==> src/rtl/instr_sequencer_if.sv <==
// Instruction-source and data-memory handshake bundle seen by the sequencer.
// The master side is the instruction source and memory; the slave side is the sequencer.
interface instr_sequencer_if;
    logic [15:0] instruction;
    logic        instr_valid;
    logic        instr_ready;
    logic        mem_re;
    logic        mem_we;
    logic        mem_ack;

    modport master (
        output instruction, instr_valid, mem_ack,
        input  instr_ready, mem_re, mem_we
    );

    modport slave (
        input  instruction, instr_valid, mem_ack,
        output instr_ready, mem_re, mem_we
    );
endinterface

==> src/rtl/instr_sequencer.sv <==
// Multi-cycle control FSM that fetches 16-bit instructions and drives datapath strobes.
// state     | meaning
// FETCH     | ready for an instruction, latch it into IR on valid
// DECODE    | classify IR: ALU op, memory op, halt or illegal
// EXECUTE   | ALU operation, flag update for ADD/SUB/CMP
// MEM       | hold read/write request until mem_ack or timeout
// WRITEBACK | write ALU result or load data to Rdest
// HALT      | stopped until reset
module instr_sequencer #(
    parameter int unsigned MEM_TIMEOUT = 15
) (
    input  logic             clk,
    input  logic             rst,
    instr_sequencer_if.slave bus,
    output logic             ir_load,
    output logic [3:0]       rdest,
    output logic [3:0]       rsrc,
    output logic [3:0]       alu_op,
    output logic             reg_we,
    output logic             wb_sel,
    output logic             flag_we,
    output logic             instr_done,
    output logic             illegal,
    output logic             timeout,
    output logic             halted
);

    typedef enum logic [2:0] {
        S_FETCH, S_DECODE, S_EXECUTE, S_MEM, S_WRITEBACK, S_HALT
    } state_t;

    localparam logic [3:0] WAIT_INIT = 4'(MEM_TIMEOUT - 1);

    function automatic logic is_alu(input logic [15:0] ir);
        return (ir[15:12] == 4'h0) &&
               (ir[7:4] inside {4'h1, 4'h2, 4'h3, 4'h5, 4'h9, 4'hB, 4'hD});
    endfunction

    function automatic logic is_load(input logic [15:0] ir);
        return (ir[15:12] == 4'h4) && (ir[7:4] == 4'h0);
    endfunction

    function automatic logic is_stor(input logic [15:0] ir);
        return (ir[15:12] == 4'h4) && (ir[7:4] == 4'h4);
    endfunction

    function automatic logic is_cmp(input logic [15:0] ir);
        return (ir[15:12] == 4'h0) && (ir[7:4] == 4'hB);
    endfunction

    function automatic logic sets_flags(input logic [15:0] ir);
        return (ir[15:12] == 4'h0) && (ir[7:4] inside {4'h5, 4'h9, 4'hB});
    endfunction

    state_t      state_q, state_d;
    logic [15:0] ir_q, ir_d;
    logic [3:0]  wait_q, wait_d;
    logic        ready_q, ready_d;
    logic        reg_we_q, reg_we_d;
    logic        wb_sel_q, wb_sel_d;
    logic        flag_we_q, flag_we_d;
    logic        mem_re_q, mem_re_d;
    logic        mem_we_q, mem_we_d;
    logic        done_q, done_d;
    logic        illegal_q, illegal_d;
    logic        timeout_q, timeout_d;
    logic        halted_q, halted_d;
    logic        stor_done_evt;
    logic        timeout_evt;

    always_comb begin
        state_d       = state_q;
        ir_d          = ir_q;
        wait_d        = wait_q;
        stor_done_evt = 1'b0;
        timeout_evt   = 1'b0;
        case (state_q)
            S_FETCH: begin
                if (bus.instr_valid) begin
                    ir_d    = bus.instruction;
                    state_d = S_DECODE;
                end
            end
            S_DECODE: begin
                if (ir_q == 16'h0000) begin
                    state_d = S_HALT;
                end else if (is_alu(ir_q)) begin
                    state_d = S_EXECUTE;
                end else if (is_load(ir_q) || is_stor(ir_q)) begin
                    state_d = S_MEM;
                    wait_d  = WAIT_INIT;
                end else begin
                    state_d = S_FETCH;
                end
            end
            S_EXECUTE: state_d = is_cmp(ir_q) ? S_FETCH : S_WRITEBACK;
            S_MEM: begin
                // An ack on the last allowed cycle still completes the access.
                if (bus.mem_ack) begin
                    state_d       = is_load(ir_q) ? S_WRITEBACK : S_FETCH;
                    stor_done_evt = is_stor(ir_q);
                end else if (wait_q == 4'd0) begin
                    state_d     = S_FETCH;
                    timeout_evt = 1'b1;
                end else begin
                    wait_d = wait_q - 4'd1;
                end
            end
            S_WRITEBACK: state_d = S_FETCH;
            S_HALT:      state_d = S_HALT;
            default:     state_d = S_FETCH;
        endcase

        // Outputs are decoded from the next state so they register in step with it.
        ready_d   = (state_d == S_FETCH);
        illegal_d = (state_d == S_DECODE) && (ir_d != 16'h0000) && !is_alu(ir_d) &&
                    !is_load(ir_d) && !is_stor(ir_d);
        flag_we_d = (state_d == S_EXECUTE) && sets_flags(ir_d);
        reg_we_d  = (state_d == S_WRITEBACK);
        wb_sel_d  = (state_d == S_WRITEBACK) && is_load(ir_d);
        mem_re_d  = (state_d == S_MEM) && is_load(ir_d);
        mem_we_d  = (state_d == S_MEM) && is_stor(ir_d);
        done_d    = (state_d == S_WRITEBACK) || ((state_d == S_EXECUTE) && is_cmp(ir_d)) ||
                    stor_done_evt;
        timeout_d = timeout_evt;
        halted_d  = (state_d == S_HALT);
    end

    always_ff @(posedge clk or negedge rst) begin
        if (!rst) begin
            state_q   <= S_FETCH;
            ir_q      <= 16'h0000;
            wait_q    <= 4'd0;
            ready_q   <= 1'b1;
            reg_we_q  <= 1'b0;
            wb_sel_q  <= 1'b0;
            flag_we_q <= 1'b0;
            mem_re_q  <= 1'b0;
            mem_we_q  <= 1'b0;
            done_q    <= 1'b0;
            illegal_q <= 1'b0;
            timeout_q <= 1'b0;
            halted_q  <= 1'b0;
        end else begin
            state_q   <= state_d;
            ir_q      <= ir_d;
            wait_q    <= wait_d;
            ready_q   <= ready_d;
            reg_we_q  <= reg_we_d;
            wb_sel_q  <= wb_sel_d;
            flag_we_q <= flag_we_d;
            mem_re_q  <= mem_re_d;
            mem_we_q  <= mem_we_d;
            done_q    <= done_d;
            illegal_q <= illegal_d;
            timeout_q <= timeout_d;
            halted_q  <= halted_d;
        end
    end

    assign ir_load         = (state_q == S_FETCH) && bus.instr_valid;
    assign bus.instr_ready = ready_q;
    assign bus.mem_re      = mem_re_q;
    assign bus.mem_we      = mem_we_q;
    assign rdest           = ir_q[11:8];
    assign rsrc            = ir_q[3:0];
    assign alu_op          = ir_q[7:4];
    assign reg_we          = reg_we_q;
    assign wb_sel          = wb_sel_q;
    assign flag_we         = flag_we_q;
    assign instr_done      = done_q;
    assign illegal         = illegal_q;
    assign timeout         = timeout_q;
    assign halted          = halted_q;

endmodule

==> src/flat_wrapper.sv <==
// flat-port wrapper written by rule: the top's interface ports become plain ports
module instr_sequencer_flat 
#(
    parameter int unsigned MEM_TIMEOUT = 15
)
  (clk, rst, ir_load, rdest, rsrc, alu_op, reg_we, wb_sel, flag_we, instr_done, illegal, timeout, halted, bus_instruction, bus_instr_valid, bus_mem_ack, bus_instr_ready, bus_mem_re, bus_mem_we);
  instr_sequencer_if bus_i ();
  input  logic clk;
  input  logic rst;
  output logic ir_load;
  output logic [3:0] rdest;
  output logic [3:0] rsrc;
  output logic [3:0] alu_op;
  output logic reg_we;
  output logic wb_sel;
  output logic flag_we;
  output logic instr_done;
  output logic illegal;
  output logic timeout;
  output logic halted;
  input wire logic [$bits(bus_i.instruction)-1:0] bus_instruction;
  input wire logic [$bits(bus_i.instr_valid)-1:0] bus_instr_valid;
  input wire logic [$bits(bus_i.mem_ack)-1:0] bus_mem_ack;
  output wire logic [$bits(bus_i.instr_ready)-1:0] bus_instr_ready;
  output wire logic [$bits(bus_i.mem_re)-1:0] bus_mem_re;
  output wire logic [$bits(bus_i.mem_we)-1:0] bus_mem_we;
  assign bus_i.instruction = bus_instruction;
  assign bus_i.instr_valid = bus_instr_valid;
  assign bus_i.mem_ack = bus_mem_ack;
  assign bus_instr_ready = bus_i.instr_ready;
  assign bus_mem_re = bus_i.mem_re;
  assign bus_mem_we = bus_i.mem_we;
  instr_sequencer #(.MEM_TIMEOUT(MEM_TIMEOUT)) u_core (.clk(clk), .rst(rst), .bus(bus_i), .ir_load(ir_load), .rdest(rdest), .rsrc(rsrc), .alu_op(alu_op), .reg_we(reg_we), .wb_sel(wb_sel), .flag_we(flag_we), .instr_done(instr_done), .illegal(illegal), .timeout(timeout), .halted(halted));
endmodule
==> config.mk <==
export PLATFORM = sky130hd
export DESIGN_NAME = instr_sequencer_flat
export DESIGN_NICKNAME = d
export VERILOG_FILES = /design/src/rtl/instr_sequencer_if.sv /design/src/rtl/instr_sequencer.sv /design/src/flat_wrapper.sv
export SDC_FILE = /design/constraint.sdc
export NUM_CORES = 1
export LEC_CHECK = 0
export ABC_CLOCK_PERIOD_IN_PS = 2350
export BUFFER_PORTS_ARGS = -buffer_cell sky130_fd_sc_hd__buf_2
export CORE_ASPECT_RATIO = 0.7
export CORE_MARGIN = 2
export CORE_UTILIZATION = 52
export CTS_CLUSTER_SIZE = 20
export DETAILED_ROUTE_END_ITERATION = 6
export PLACE_DENSITY = 0.86
export SLEW_MARGIN = 5
export SYNTH_ARGS = -nofsm -noshare
export SYNTH_HDL_FRONTEND = slang
export SYNTH_SLANG_ARGS = --single-unit
==> constraint.sdc <==
create_clock -name clk -period 2.35 [get_ports clk]
set_input_delay 0.3525 -clock clk [delete_from_list [all_inputs] [get_ports clk]]
set_output_delay 0.3525 -clock clk [all_outputs]
set_load 0.01 [all_outputs]
======== After elaboration in Yosys (flattened, before gate mapping) ========
Index checks and enable logic that the tools add are counted.
cells by class
  add/sub/neg operators ................... 1
  multiply operators ...................... 0
  divide/modulo/power cells ............... 0
  magnitude comparators ................... 0
  equal/unequal tests ..................... 32
  shift operators ......................... 0
  mux-type cells .......................... 22
  bitwise operators ....................... 0
  reductions and logical operators ........ 39
operator list
  kind                   number
  $mux W16               2
  $eq A4 B3 Y1 const B   6
  $eq A4 B4 Y1 const B   6
  $mux W3                7
  $logic_not A4 Y1       5
  $mux W4                5
  $logic_and A1 B1 Y1    19
  $eq A4 B2 Y1 const B   4
  $logic_not A16 Y1      1
  $reduce_bool A16 Y1    1
  $pmux W3 S5            1
  $reduce_bool A7 Y1     2
  $eq A3 B2 Y1 const B   4
  $eq A3 B3 Y1 const B   3
  $eq A4 B1 Y1 const B   2
  $ne A2 B2 Y1 const B   4
  $pmux W4 S2            1
  $eq A3 B1 Y1 const B   2
  $logic_not A3 Y1       2
  $reduce_and A6 Y1      1
  $mux W1                5
  $sub A4 B1 Y4 const B  1
  $logic_not A1 Y1       3
  $logic_or A1 B1 Y1     3
  4 further kinds        4
storage, ports and cells
  register bits after elaboration ......... 33
  latch bits .............................. 0
  memory bits (writable) .................. 0
  bits in read-only memories .............. 0
  input bits .............................. 20
  output and inout bits ................... 23
  logic and storage cells ................. 107
  memories kept ........................... 0

======== Logic depth before layout (Yosys ltp) ========
  depth in word-level cells ............... 12
  gate-level depth with buffers ........... 6
  gate-level depth less buffers ........... 6

======== Worst setup path after synthesis ========
Ideal clock, no wire load.
  path type ............................... register to register
  start point ............................. register u_core.ir_q[7]
  end point ............................... register u_core.state_q[0]
  library setup time ...................... 0.065 ns
  arrival ................................. 1.831 ns
  data required time ...................... 2.285 ns
  slack ................................... 0.454 ns
  cell stages (with the launch flop) ...... 6
  path buffers ............................ 1
  clock period less this slack ............ 1.896 ns
  cell sequence ........................... dfrtp_1 or4b_1 buf_2 or4_4 or3b_1 or2_1
between the ends
  longest elaborated chain between the ends .. 7
  elaborated cells between the ends (all ways) .. 19
  classes of those cells .................. 8 x eq/ne; 4 x mux; 7 x reduce/logical
RTL lines
  item                                              RTL line                                      source
  from (decl)                                       instr_sequencer.sv:56                         logic [15:0] ir_q, ir_d;
  from (signal assigned)                            instr_sequencer.sv:146                        ir_q <= ir_d;
  $eq A4 B3 Y1 or $logic_not A4 Y1 (tied branches)  instr_sequencer.sv:44, instr_sequencer.sv:40
  $logic_and A1 B1 Y1 (on tied branches)            instr_sequencer.sv:44, instr_sequencer.sv:40
  $logic_or A1 B1 Y1                                instr_sequencer.sv:89                         end else if (is_load(ir_q) || is_stor(ir_q)) begin
  $mux W2                                           instr_sequencer.sv:89
  $mux W3                                           instr_sequencer.sv:87                         end else if (is_alu(ir_q)) begin
  $mux W3 (*)                                       instr_sequencer.sv:85                         if (ir_q == 16'h0000) begin
  $pmux W3 S5 (*)                                   instr_sequencer.sv:77                         case (state_q)
  named net u_core.state_d[0]                       instr_sequencer.sv:55                         state_t state_q, state_d;
  to (signal assigned)                              instr_sequencer.sv:145                        state_q <= state_d;
  to (decl)                                         instr_sequencer.sv:55
Mark *: on every way through the listed nets, which the timed path passes. The rest lies on a longest branch.
A chain may end at the register's enable or synchronous reset.

======== Final worst setup path ========
Ends and elaborated chain as after synthesis.

==> reports/qor.csv <==
stage;metric;value;unit
status;status;complete, no violations;
floorplan;dieHeight;51.7;um
global_route;grt_max_degree;34;
floorplan;fp.coreArea;3130;um^2
floorplan;dieArea;3740;um^2
floorplan;initial_utilization;54.1;%
sta;slew_headroom;53.7;%
cts;cts_hold_buf;0;
job;maxCapViolCount;0;
cts;cts.sinks;33;
cts;cts.path.max_buffers;2;
sta;fin_crit;2020;ps
global_route;antenna_found_initial;0;
worst_setup_path;crit_chain;or4b_1, or4_4, or3b_1, or2_1;
synthesis;synth-xor-area-share;1.03;%
sta;fin_crit_sh;86.1;%
route;via_per_inst;5.90;
sta;setup_viol;0;
global_route;grt_pass1_wl;5.82;mm
placement;io_buffers;42;
final_layout;largestRegisters;u_core.ir_q (16), u_core.wait_q (4), u_core.state_q (3);
power;power_frac_comb;26.4;%
worst_setup_path;max_stage_delay;670;ps
synthesis;synth_top_family_by_area;simple AND/OR/NAND/NOR gates;
power;sw_frac_of_total;30.7;%
synthesis;synth_edf_count;0;
cts;cts_setup_buffers;0;
power;pwr_density_cell;847;nW/um^2
placement;dp_hpwl;2.63;mm
synthesis;netlist_instances;154;
route;drt_iter0_drc;124;
synthesis;synth_compound_area_share;6.95;%
worst_setup_path;critPathTopFamily;simple AND/OR/NAND/NOR gates;
synthesis;seq_area_frac_synth;48.9;%
cts;cts-resized-gates;0;
global_route;globalRouteOverflowTotal;0;
placement;gp_congestion;0.938;
route;avgRoutedWirePerCell;15.2;um
sta;slew_violations;0;
cts;htreeDepth;2;
floorplan;die_w;72.2;um
worst_setup_path;required;2570;ps
synthesis;yosys.cell_count.top_type;dfrtp_1;
power;intPower;1.14;mW
worst_setup_path;cp_slowest_cell;or4b_1;
cts;cts_tree;done;
synthesis;muxShareOfSynthArea;11.2;%
synthesis;ys_seq_elements;33;
synthesis;ys.flop_type;dfrtp_1;
power;peakVddDrop;0.447;mV
worst_setup_path;cp.buffers_inverters;0;
sta;fin_tns_setup;0;ps
synthesis;synth-simple-area-share;23.1;%
worst_hold_path;hp-class;input port to asynchronous set/reset pin;
power;clkPwrFrac;25.0;%
route;drt_wl_total;3.43;mm
global_route;grt_use_total;20.7;%
synthesis;synth.cells.most_frequent;dfrtp_1, mux2_2, buf_4;
worst_setup_path;worstSetupPathType;register to register;
final_layout;drive_above_1_share;38.5;%
final_layout;largest_reg_flops;16;
sta;max_freq;494;MHz
synthesis;yosys.area.top_type;dfrtp_1;
final_layout;fin_nets;208;
sta;worst_slew_pin_slew;695;ps
synthesis;synth_nets;175;
cts;numCtsBuffers;5;
cts;cts_root_buffer;clkbuf_8;
worst_setup_path;crit_fanout;7;
route;vias;1327;
cts;clk_latency;280;ps
final_layout;num_antenna_cells;0;
final_layout;stdcell_count;225;
synthesis;synth_area_leaders;dfrtp_1, mux2_2, buf_4;
worst_setup_path;arrival;2240;ps
placement;dp_cells;218;
synthesis;ys_warn_count;0;
power;pwr-share-seq;48.6;%
route;drc_errors;0;
floorplan;pin_count;43;
route;ant_nets;0;
synthesis;avgSynthCellArea;11.0;um^2
synthesis;syn-cell-area;1690;um^2
synthesis;synth_top_area_share;47.3;%
worst_setup_path;cp-end-kind;register;
synthesis;yosys.area_share.adder;0.739;%
sta;hold_viol;0;
cts;path_clk_slew;60;ps
sta;fin_skew;3.30;ps
power;p_sw;506;uW
route;drt_pre_antenna_iters;4;
floorplan;rows;17;
power;p_leak;0.868;nW
worst_setup_path;cp-start-kind;register;
final_layout;regMostFlops;u_core.ir_q;
sta;rsz0062_at_grt;no;
final_layout;syn_to_final_growth;14.9;%
synthesis;synthDistinctLibCells;42;
synthesis;synthArstFlopShare;100;%
final_layout;fillers;254;
global_route;grt_pass1_vias;1264;
-- worst reg2reg max path, cell delays in order (launching register included) --
cell,delay (ps)
dfrtp_1,440
or4b_1,670
or4_4,570
or3b_1,190
or2_1,100
-- placed cells by master, fill, tap and decap left out, types with 3 or more instances in the layout --
master    Yosys  routed
dfrtp_1      32      32
or3_1         3       3
nor2b_1       3       3
nand2b_1      4       4
nor4_1        7       7
nor3_1        7       7
inv_1         6       6
nor3b_1       5       5
buf_2         2      42
clkbuf_8      0       6
nor2_1        6       6
nand3b_1      3       3
mux2_2       16      16
nand2_1       5       5
nand3_1       3       3
a21oi_1       3       3
-- final cells by class --
| cell class | count | area (um^2) | area share [%] |
|---|---|---|---|
| tap | 38 | 47.5 | 2.44 |
| multi-input combinational | 97 | 737 | 37.9 |
| clock buffer | 7 | 86.3 | 4.44 |
| timing repair buffer | 44 | 225 | 11.6 |
| sequential | 33 | 827 | 42.5 |
| inverter | 6 | 22.5 | 1.16 |
-- path summary, 6_finish.rpt --
kind,endpoint,start,slack (ps),cells past startpoint
setup / recovery,u_core.state_q[0]$_DFF_PN0_,u_core.ir_q[7]$_DFF_PN0_,330,4
hold / removal,u_core.reg_we$_DFF_PN0_,rst,120,1
setup reg to reg,u_core.state_q[0]$_DFF_PN0_,u_core.ir_q[7]$_DFF_PN0_,330,4
hold reg to reg,u_core.wait_q[0]$_DFFE_PN0P_,u_core.wait_q[0]$_DFFE_PN0P_,500,1
max in group asynchronous,u_core.ir_q[9]$_DFF_PN0_,rst,1790,1
min in group clk,u_core.ir_q[8]$_DFF_PN0_,bus_instruction[8],320,2
-- metal layers --
layer  global-route usage (%)  routed length (um)  up-vias  part of all wire (%)
met5                        0                   0        -                     0
met4                     9.12                  45        0                   1.3
met3                     5.81                 241        7                   7.0
met2                     32.6                1610       51                    47
met1                     26.9                1530      647                    45
li1                         -                   -      622                     -
-- power groups by stage --
stage,Combinational [mW],Clock (mW),Sequential (mW)
global placement,0.423,0,0.793
global route,0.477,0.459,0.818
CTS,0.437,0.424,0.799
detailed placement,0.436,0,0.809
floorplan,0.376,0,0.773
finish,0.435,0.412,0.801
-- per-stage QoR --
| stage | util [%] | area [um^2] | power [mW] | hold slack [ps] | worst slack [ps] |
|---|---|---|---|---|---|
| floorplan | - | 1690 | 1.15 | 56.9 | 454 |
| global placement | 59.5 | 1860 | 1.22 | 422 | 420 |
| detailed placement | 59.5 | 1860 | 1.24 | 438 | 362 |
| CTS | 62.2 | 1950 | 1.66 | 137 | 338 |
| global route | 62.2 | 1950 | 1.75 | 178 | 230 |
| finish | 62.2 | 1950 | 1.65 | 117 | 327 |
-- logic make-up (layout without fill, tap and decap cells) --
kind of cell	Yosys count	in the layout
buffers and inverters	24	57
DFF	33	33
and+or+nand+nor	61	61
muxes	17	17
adders and majority gates	1	1
xor gates and xnor gates	2	2
AOI/OAI and AO/OA	16	16
Power figures use the tool's default switching activity.
